## config.mk

```make
export PLATFORM = sky130hd
export DESIGN_NAME = round_sequencer
export DESIGN_NICKNAME = d
export VERILOG_FILES = /design/src/rtl/game_pkg.sv /design/src/rtl/lfsr16.sv /design/src/rtl/round_sequencer.sv
export SDC_FILE = /design/constraint.sdc
export NUM_CORES = 1
export LEC_CHECK = 0
export ABC_CLOCK_PERIOD_IN_PS = 5600
export BUFFER_PORTS_ARGS = -buffer_cell sky130_fd_sc_hd__buf_2
export CORE_AREA = 2 2 75 112
export CTS_BUF_LIST = sky130_fd_sc_hd__clkbuf_8
export CTS_CLUSTER_SIZE = 30
export DETAILED_ROUTE_END_ITERATION = 10
export DIE_AREA = 0 0 77 114
export PLACE_DENSITY = 0.82
export SLEW_MARGIN = 15
export SYNTH_ARGS = -nofsm -noshare
export SYNTH_HDL_FRONTEND = slang
export SYNTH_HIERARCHICAL = 1
export SYNTH_SLANG_ARGS = --single-unit
export TNS_END_PERCENT = 20
```

## constraint.sdc

```tcl
create_clock -name clk -period 5.6 [get_ports clk]
set_input_delay 0.28 -clock clk [delete_from_list [all_inputs] [get_ports clk]]
set_output_delay 0.28 -clock clk [all_outputs]
set_load 0.02 [all_outputs]
```

## src/rtl/game_pkg.sv

```systemverilog
// Shared encodings, the LFSR seed and small BCD helpers for the round sequencer.
package game_pkg;

    typedef enum logic [2:0] {
        ST_IDLE      = 3'd0,
        ST_LOAD      = 3'd1,
        ST_PLAY      = 3'd2,
        ST_CHECK     = 3'd3,
        ST_ROUND_WIN = 3'd4,
        ST_GAME_WIN  = 3'd5,
        ST_GAME_OVER = 3'd6
    } state_t;

    localparam logic [1:0] HINT_NONE  = 2'b00;
    localparam logic [1:0] HINT_LOW   = 2'b01;
    localparam logic [1:0] HINT_HIGH  = 2'b10;
    localparam logic [1:0] HINT_EQUAL = 2'b11;

    localparam logic [1:0] WL_NONE = 2'b00;
    localparam logic [1:0] WL_WIN  = 2'b01;
    localparam logic [1:0] WL_LOSE = 2'b10;

    localparam logic [15:0] LFSR_SEED = 16'hACE1;

    function automatic logic [3:0] mod10(input logic [3:0] n);
        return (n > 4'd9) ? n - 4'd10 : n;
    endfunction

    // Digits beyond the number in play contribute nothing to the value.
    function automatic logic [9:0] bcd_value(input logic [3:0] d3, input logic [3:0] d2,
                                             input logic [3:0] d1, input logic [1:0] ndig);
        logic [9:0] v;
        v = {6'd0, d1};
        if (ndig >= 2'd2) v = v + 10'(d2) * 10'd10;
        if (ndig >= 2'd3) v = v + 10'(d3) * 10'd100;
        return v;
    endfunction

endpackage

```

## src/rtl/lfsr16.sv

```systemverilog
// Free-running 16-bit Fibonacci LFSR (taps 16,14,13,11); exposes the low three nibbles.
module lfsr16
    import game_pkg::*;
(
    input  logic        clk_i,
    input  logic        rst_ni,
    output logic [11:0] nib_o
);

    logic [15:0] lfsr_q;
    logic        fb;

    assign fb = lfsr_q[15] ^ lfsr_q[13] ^ lfsr_q[12] ^ lfsr_q[10];

    always_ff @(posedge clk_i) begin
        if (!rst_ni) lfsr_q <= LFSR_SEED;
        else         lfsr_q <= {lfsr_q[14:0], fb};
    end

    assign nib_o = lfsr_q[11:0];

endmodule

```

## src/rtl/round_sequencer.sv

```systemverilog
// Game round sequencer: loads LFSR secrets, times each round, scores BCD guesses
// and tracks round/game win or loss. All outputs are registered.
module round_sequencer
    import game_pkg::*;
#(
    parameter int MAX_WRONG  = 5,
    parameter int ROUND_TIME = 60,
    parameter int NUM_ROUNDS = 3
) (
    input  logic       clk,
    input  logic       rst,
    input  logic       start,
    input  logic       confirm,
    input  logic       tick_1hz,
    input  logic [3:0] guess1,
    input  logic [3:0] guess2,
    input  logic [3:0] guess3,
    output logic [3:0] secret1,
    output logic [3:0] secret2,
    output logic [3:0] secret3,
    output logic [1:0] round,
    output logic [1:0] max_digits,
    output logic [2:0] guesses_left,
    output logic [6:0] time_left,
    output logic [1:0] hint,
    output logic [1:0] win_lose,
    output logic [2:0] state
);

    localparam logic [2:0] GL_INIT    = 3'(MAX_WRONG);
    localparam logic [6:0] TIME_INIT  = 7'(ROUND_TIME);
    localparam logic [1:0] ROUND_LAST = 2'(NUM_ROUNDS);

    state_t      state_q;
    logic [1:0]  round_q;
    logic [3:0]  sec1_q, sec2_q, sec3_q;
    logic [2:0]  gleft_q;
    logic [6:0]  tleft_q;
    logic [1:0]  hint_q, wl_q;
    logic [9:0]  guess_q;
    logic [11:0] nib;

    logic        load_go_d;
    logic [1:0]  load_round_d;
    logic        guess_ok_d;
    logic [9:0]  guess_val_d;
    logic [9:0]  secret_val_d;

    lfsr16 u_lfsr (
        .clk_i  (clk),
        .rst_ni (rst),
        .nib_o  (nib)
    );

    // start restarts from anywhere but LOAD and outranks confirm.
    always_comb begin
        load_go_d    = 1'b0;
        load_round_d = 2'd1;
        if (start && state_q != ST_LOAD) begin
            load_go_d = 1'b1;
        end else if (confirm && state_q == ST_ROUND_WIN) begin
            load_go_d    = 1'b1;
            load_round_d = round_q + 2'd1;
        end
    end

    assign guess_ok_d   = (guess1 <= 4'd9) && (round_q < 2'd2 || guess2 <= 4'd9)
                       && (round_q < 2'd3 || guess3 <= 4'd9);
    assign guess_val_d  = bcd_value(guess3, guess2, guess1, round_q);
    assign secret_val_d = bcd_value(sec3_q, sec2_q, sec1_q, round_q);

    always_ff @(posedge clk) begin
        if (!rst) begin
            state_q <= ST_IDLE;
            round_q <= 2'd1;
            sec1_q  <= 4'd0;
            sec2_q  <= 4'd0;
            sec3_q  <= 4'd0;
            gleft_q <= GL_INIT;
            tleft_q <= TIME_INIT;
            hint_q  <= HINT_NONE;
            wl_q    <= WL_NONE;
            guess_q <= 10'd0;
        end else if (load_go_d) begin
            state_q <= ST_LOAD;
            round_q <= load_round_d;
            sec1_q  <= mod10(nib[3:0]);
            sec2_q  <= (load_round_d >= 2'd2) ? mod10(nib[7:4])  : 4'd0;
            sec3_q  <= (load_round_d >= 2'd3) ? mod10(nib[11:8]) : 4'd0;
            gleft_q <= GL_INIT;
            tleft_q <= TIME_INIT;
            hint_q  <= HINT_NONE;
            wl_q    <= WL_NONE;
        end else begin
            unique case (state_q)
                ST_LOAD: state_q <= ST_PLAY;
                ST_PLAY: begin
                    // A confirm with an out-of-range digit is treated as absent.
                    if (confirm && guess_ok_d) begin
                        guess_q <= guess_val_d;
                        state_q <= ST_CHECK;
                    end else if (tick_1hz) begin
                        if (tleft_q != 7'd0) tleft_q <= tleft_q - 7'd1;
                        if (tleft_q == 7'd1) begin
                            state_q <= ST_GAME_OVER;
                            wl_q    <= WL_LOSE;
                        end
                    end
                end
                ST_CHECK: begin
                    if (guess_q == secret_val_d) begin
                        hint_q <= HINT_EQUAL;
                        if (round_q == ROUND_LAST) begin
                            state_q <= ST_GAME_WIN;
                            wl_q    <= WL_WIN;
                        end else begin
                            state_q <= ST_ROUND_WIN;
                        end
                    end else begin
                        hint_q <= (guess_q < secret_val_d) ? HINT_LOW : HINT_HIGH;
                        if (gleft_q != 3'd0) gleft_q <= gleft_q - 3'd1;
                        if (gleft_q <= 3'd1) begin
                            state_q <= ST_GAME_OVER;
                            wl_q    <= WL_LOSE;
                        end else begin
                            state_q <= ST_PLAY;
                        end
                    end
                end
                default: ;
            endcase
        end
    end

    assign secret1      = sec1_q;
    assign secret2      = sec2_q;
    assign secret3      = sec3_q;
    assign round        = round_q;
    assign max_digits   = round_q;
    assign guesses_left = gleft_q;
    assign time_left    = tleft_q;
    assign hint         = hint_q;
    assign win_lose     = wl_q;
    assign state        = state_q;

endmodule

```

==> metrics.txt <==
# TYPE chip_impl_metric gauge
chip_impl_metric{name="cp_num_buf_inv",unit=""} 0
chip_impl_metric{name="clk_path_buf_depth",unit=""} 2
chip_impl_info{name="top_usage_layer",value="met2"} 1
chip_impl_metric{name="placement_rows",unit=""} 40
chip_impl_info{name="main_combinational_cell_family_by_area_after_synthesis",value="adder cells"} 1
chip_impl_info{name="main_flop_type_after_synthesis",value="sky130_fd_sc_hd__dfxtp_1"} 1
chip_impl_info{name="result_of_the_run",value="finished, final reports clean"} 1
chip_impl_metric{name="finalCritPeriodShare",unit="%"} 84.42
chip_impl_metric{name="layout.cells.non_filler",unit=""} 658
chip_impl_metric{name="finalWirelength",unit="mm"} 9.821
chip_impl_metric{name="wire_length_of_the_first_global_routing_pass",unit="mm"} 16.47
chip_impl_metric{name="route.antenna.remaining_nets",unit=""} 0
chip_impl_metric{name="power.static_leakage",unit="nW"} 2.362
chip_impl_metric{name="antenna_cells",unit=""} 0
chip_impl_metric{name="clock_power_share",unit="%"} 41.4
chip_impl_metric{name="netlist_instances",unit=""} 516
chip_impl_metric{name="first_global_vias",unit=""} 3749
chip_impl_metric{name="synth_seq_area_share",unit="%"} 25.05
chip_impl_metric{name="die-height",unit="um"} 114
chip_impl_metric{name="critPathArrivalTime",unit="ps"} 4950
chip_impl_metric{name="timing.critical_path.fanout_max",unit=""} 5
chip_impl_metric{name="met2_grt_util",unit="%"} 41.35
chip_impl_metric{name="yosys-mux-area-fraction",unit="%"} 2.472
chip_impl_metric{name="cts.hold.buffers_added",unit=""} 0
chip_impl_metric{name="post_synthesis_instance_area",unit="sq um"} 4556
chip_impl_metric{name="complex_gate_fraction_of_the_synthesized_area",unit="%"} 20.21
chip_impl_metric{name="report.final.setup_viol",unit=""} 0
chip_impl_metric{name="number_of_synthesized_flops_with_an_enable_pin",unit=""} 0
chip_impl_metric{name="drt_iter0_drc",unit=""} 118
chip_impl_metric{name="detailed_placer_s_ending_hpwl",unit="mm"} 7.652
chip_impl_metric{name="synthSimpleGateAreaFrac",unit="%"} 17.85
chip_impl_info{name="timing.critical_path.cells",value="ha_1 -> ha_1 -> fa_1 -> nand2_1 -> or2_2 -> mux2i_1 -> o2bb2ai_1 -> and2_1 -> ha_1 -> o21ai_0 -> nand2b_1 -> a21oi_1 -> nor3_1 -> nand3b_1 -> ha_1 -> nand4_1 -> nor3_1 -> nor2b_1 -> a311o_1"} 1
chip_impl_metric{name="max-cap-violations",unit=""} 0
chip_impl_metric{name="timing.clock.skew",unit="ps"} 10.91
chip_impl_metric{name="synth-xor-area-share",unit="%"} 4.999
chip_impl_metric{name="vias_post_dr",unit=""} 3902
chip_impl_metric{name="floorplan.die.width",unit="um"} 77
chip_impl_info{name="crit_slowest_cell",value="sky130_fd_sc_hd__fa_1"} 1
chip_impl_metric{name="max-slew-margin-rel",unit="%"} 53.38
chip_impl_metric{name="weighted_congestion_at_the_end_of_routability_driven_global_placement",unit=""} 0.8513
chip_impl_metric{name="grt_overflow_total",unit=""} 0
chip_impl_metric{name="fin_setup_tns",unit="ps"} 0
chip_impl_metric{name="grt_max_degree",unit=""} 37
chip_impl_metric{name="floorplan.initialDensity",unit="%"} 57.61
chip_impl_metric{name="yosys_register_bits",unit=""} 57
chip_impl_metric{name="pwr_density_cell",unit="nW/um^2"} 209.6
chip_impl_metric{name="ios",unit=""} 50
chip_impl_metric{name="ir_worst_vdd",unit="mV"} 0.1899
chip_impl_info{name="grt_setup_unrepaired",value="no"} 1
chip_impl_metric{name="synth-adder-area-share",unit="%"} 22.19
chip_impl_metric{name="postSynthNetCount",unit=""} 609
chip_impl_metric{name="grt.met1_usage",unit="%"} 25.29
chip_impl_info{name="hold_path.class",value="primary input to flop"} 1
chip_impl_metric{name="htree_num_levels",unit=""} 3
chip_impl_metric{name="layout_min_cycle_time",unit="ps"} 4728
chip_impl_metric{name="synth_area_per_cell",unit="sq um"} 8.829
chip_impl_info{name="crit_top_cell",value="sky130_fd_sc_hd__ha_1"} 1
chip_impl_info{name="cts_root_buffer",value="sky130_fd_sc_hd__clkbuf_8"} 1
chip_impl_metric{name="drive_gt1_share",unit="%"} 13.74
chip_impl_metric{name="pwr-share-comb",unit="%"} 16.8
chip_impl_metric{name="global_route.usage.met3",unit="%"} 4.193
chip_impl_metric{name="insertion_delay",unit="ps"} 340
chip_impl_metric{name="power_frac_seq",unit="%"} 41.8
chip_impl_metric{name="average_routed_wire_per_standard_cell",unit="um"} 14.93
chip_impl_metric{name="numPortBuffers",unit=""} 49
chip_impl_metric{name="grt_use_total",unit="%"} 22.94
chip_impl_metric{name="r2r_setup_slack",unit="ps"} 870
chip_impl_metric{name="via_per_inst",unit=""} 5.930
chip_impl_info{name="startpoint_type",value="flop"} 1
chip_impl_metric{name="cts_buffers",unit=""} 9
chip_impl_metric{name="synth_async_sr_flop_share",unit="%"} 0
chip_impl_metric{name="floorplan.die_area",unit="sq um"} 8778
chip_impl_metric{name="area_growth_from_synthesis_to_layout",unit="%"} 8.816
chip_impl_metric{name="drt_pre_antenna_iters",unit=""} 4
chip_impl_info{name="critical_path.top_delay_family",value="simple AND/OR/NAND/NOR gates"} 1
chip_impl_metric{name="coreArea",unit="sq um"} 7908
chip_impl_metric{name="finalHoldViolations",unit=""} 0
chip_impl_metric{name="fin_nets",unit=""} 641
chip_impl_metric{name="clock-sinks",unit=""} 57
chip_impl_metric{name="antenna_found_initial",unit=""} 0
chip_impl_metric{name="tightestPinTransition",unit="ps"} 699.3
chip_impl_metric{name="final_max_slew_viol_count",unit=""} 0
chip_impl_info{name="tritoncts",value="built"} 1
chip_impl_metric{name="crit_path_max_incr_delay",unit="ps"} 510
chip_impl_metric{name="worst_setup_hold_path_clk_slew",unit="ps"} 80
chip_impl_metric{name="power.switching",unit="uW"} 296.1
chip_impl_info{name="timing.setup.critical_path_class",value="flop to flop"} 1
chip_impl_metric{name="drc",unit=""} 0
chip_impl_metric{name="ctsResizeCount",unit=""} 0
chip_impl_info{name="end_kind",value="flop"} 1
chip_impl_metric{name="placed_cells_incl_taps",unit=""} 642
chip_impl_metric{name="ys_types",unit=""} 69
chip_impl_metric{name="timing.fmax",unit="MHz"} 211.5
chip_impl_metric{name="synth_warnings",unit=""} 6
chip_impl_metric{name="sw_frac_of_total",unit="%"} 28.51
chip_impl_metric{name="postCtsSetupRepairBufs",unit=""} 0
chip_impl_metric{name="internal-power",unit="uW"} 742.7
chip_impl_metric{name="crit_required",unit="ps"} 5830
## worst reg2reg max path: stages (launching register included)
cell	delay [ps]
sky130_fd_sc_hd__dfxtp_1	440
sky130_fd_sc_hd__ha_1	290
sky130_fd_sc_hd__ha_1	220
sky130_fd_sc_hd__fa_1	510
sky130_fd_sc_hd__nand2_1	90
sky130_fd_sc_hd__or2_2	300
sky130_fd_sc_hd__mux2i_1	130
sky130_fd_sc_hd__o2bb2ai_1	100
sky130_fd_sc_hd__and2_1	160
sky130_fd_sc_hd__ha_1	340
sky130_fd_sc_hd__o21ai_0	100
sky130_fd_sc_hd__nand2b_1	80
sky130_fd_sc_hd__a21oi_1	170
sky130_fd_sc_hd__nor3_1	60
sky130_fd_sc_hd__nand3b_1	170
sky130_fd_sc_hd__ha_1	300
sky130_fd_sc_hd__nand4_1	190
sky130_fd_sc_hd__nor3_1	510
sky130_fd_sc_hd__nor2b_1	140
sky130_fd_sc_hd__a311o_1	330
## flip-flops by register name, indices dropped and copies added, names as in the netlist
register       count
win_lose           2
max_digits         2
guess_q           10
guesses_left       3
state              3
hint               2
u_lfsr/lfsr_q     16
secret1            4
time_left          7
secret3            4
secret2            4
## layout make-up
type / count / area, sq um
Multi-Input combinational cell: 396 / 3085
Fill cell: 679 / 2950
Sequential cell: 57 / 1141
Timing Repair Buffer: 50 / 252.7
Tap cell: 105 / 131.4
Inverter: 34 / 127.6
Clock buffer: 9 / 123.9
Clock inverter: 7 / 95.09
## layout by cell type (no fill, tap or decap), drive strengths merged, types with 6 or more instances in the layout
cell type,instances
o211ai,8
a21o,7
a21oi,37
nand2,27
fa,8
nor2b,13
dfxtp,57
mux2i,9
xor2,7
inv,34
nand2b,11
o21ai,28
nor3,14
clkbuf,9
buf,50
xnor2,19
a211oi,10
and2,13
ha,68
nand3,10
nor2,26
a22o,6
## synth_stat cells (3+ instances only)
| cell type | instances | area share [%] |
|---|---|---|
| sky130_fd_sc_hd__ha_1 | 68 | 19 |
| sky130_fd_sc_hd__dfxtp_1 | 57 | 25 |
| sky130_fd_sc_hd__a21oi_1 | 36 | 4.0 |
| sky130_fd_sc_hd__inv_1 | 34 | 2.8 |
| sky130_fd_sc_hd__nand2_1 | 27 | 2.2 |
| sky130_fd_sc_hd__nor2_1 | 25 | 2.1 |
| sky130_fd_sc_hd__xnor2_1 | 19 | 3.7 |
| sky130_fd_sc_hd__o21ai_0 | 16 | 1.8 |
| sky130_fd_sc_hd__buf_4 | 15 | 2.5 |
| sky130_fd_sc_hd__nor3_1 | 14 | 1.5 |
| sky130_fd_sc_hd__and2_1 | 13 | 1.8 |
| sky130_fd_sc_hd__nor2b_1 | 13 | 1.8 |
| sky130_fd_sc_hd__o21ai_1 | 12 | 1.3 |
| sky130_fd_sc_hd__a211oi_1 | 10 | 1.6 |
| sky130_fd_sc_hd__nand2b_1 | 10 | 1.4 |
| sky130_fd_sc_hd__nand3_1 | 10 | 1.1 |
| sky130_fd_sc_hd__mux2i_1 | 9 | 2.0 |
| sky130_fd_sc_hd__fa_1 | 8 | 3.5 |
| sky130_fd_sc_hd__a21o_1 | 7 | 1.2 |
| sky130_fd_sc_hd__o211ai_1 | 7 | 1.2 |
| sky130_fd_sc_hd__xor2_1 | 7 | 1.3 |
| sky130_fd_sc_hd__a22o_1 | 6 | 1.2 |
| sky130_fd_sc_hd__buf_2 | 5 | 0.55 |
| sky130_fd_sc_hd__clkbuf_1 | 5 | 0.41 |
| sky130_fd_sc_hd__buf_6 | 4 | 0.99 |
| sky130_fd_sc_hd__nand4_1 | 4 | 0.55 |
| sky130_fd_sc_hd__nor4_1 | 4 | 0.55 |
| sky130_fd_sc_hd__o211a_1 | 4 | 0.88 |
| sky130_fd_sc_hd__a21boi_1 | 3 | 0.49 |
| sky130_fd_sc_hd__a31oi_1 | 3 | 0.41 |
| sky130_fd_sc_hd__and3_1 | 3 | 0.41 |
| sky130_fd_sc_hd__and3b_1 | 3 | 0.58 |
| sky130_fd_sc_hd__and4_1 | 3 | 0.58 |
| sky130_fd_sc_hd__nor3b_1 | 3 | 0.49 |
| sky130_fd_sc_hd__nor4b_1 | 3 | 0.58 |
| sky130_fd_sc_hd__o21bai_1 | 3 | 0.49 |
| sky130_fd_sc_hd__o22ai_1 | 3 | 0.41 |
## path summary, 6_finish.rpt
kind	start	to	cells after the start
setup / recovery	secret2[1]	guesses_left[2]	19
hold reg to reg	u_lfsr/lfsr_q[14]	u_lfsr/lfsr_q[15]	1
hold / removal	guess1[0]	guess_q[0]	3
setup reg to reg	secret2[1]	guesses_left[2]	19
## through the flow
step	hold WS [ps]	worst slack [ps]	power [mW]	utilization (%)	instance area, sq um
3_3_place_gp	395.5	1045	0.6092	59.92	4738
5_1_grt	269.1	442.6	1.079	62.69	4957
6_report	215.5	872.4	1.039	62.69	4957
4_1_cts	205.9	884.3	1.043	62.69	4957
3_5_place_dp	397.9	912.5	0.6167	59.92	4738
2_1_floorplan	353.0	1180	0.5810	-	4556
## power by group through the flow
stage | clock (mW) | combinational (mW) | sequential [mW]
final | 0.430 | 0.175 | 0.434
after global routing | 0.445 | 0.197 | 0.436
after CTS | 0.434 | 0.175 | 0.434
after detailed placement | 0 | 0.174 | 0.443
after global placement | 0 | 0.167 | 0.443
after floorplan | 0 | 0.140 | 0.441
## routing by layer
layer | part of all wire [%] | vias to the layer above
li1 | - | 1923
met1 | 41 | 1875
met2 | 52 | 76
met3 | 3.7 | 28
met4 | 3.6 | 0
met5 | 0 | -
## cell families (layout without fill, tap and decap cells)
| logic type | Yosys count | in the layout |
|---|---|---|
| and+or+nand+nor | 148 | 148 |
| AOI/OAI and AO/OA | 135 | 135 |
| adders and majority gates | 76 | 76 |
| buffers and inverters | 63 | 100 |
| DFF | 57 | 57 |
| xor gates and xnor gates | 26 | 26 |
| muxes | 11 | 11 |
(Power assumes the default switching activity.)
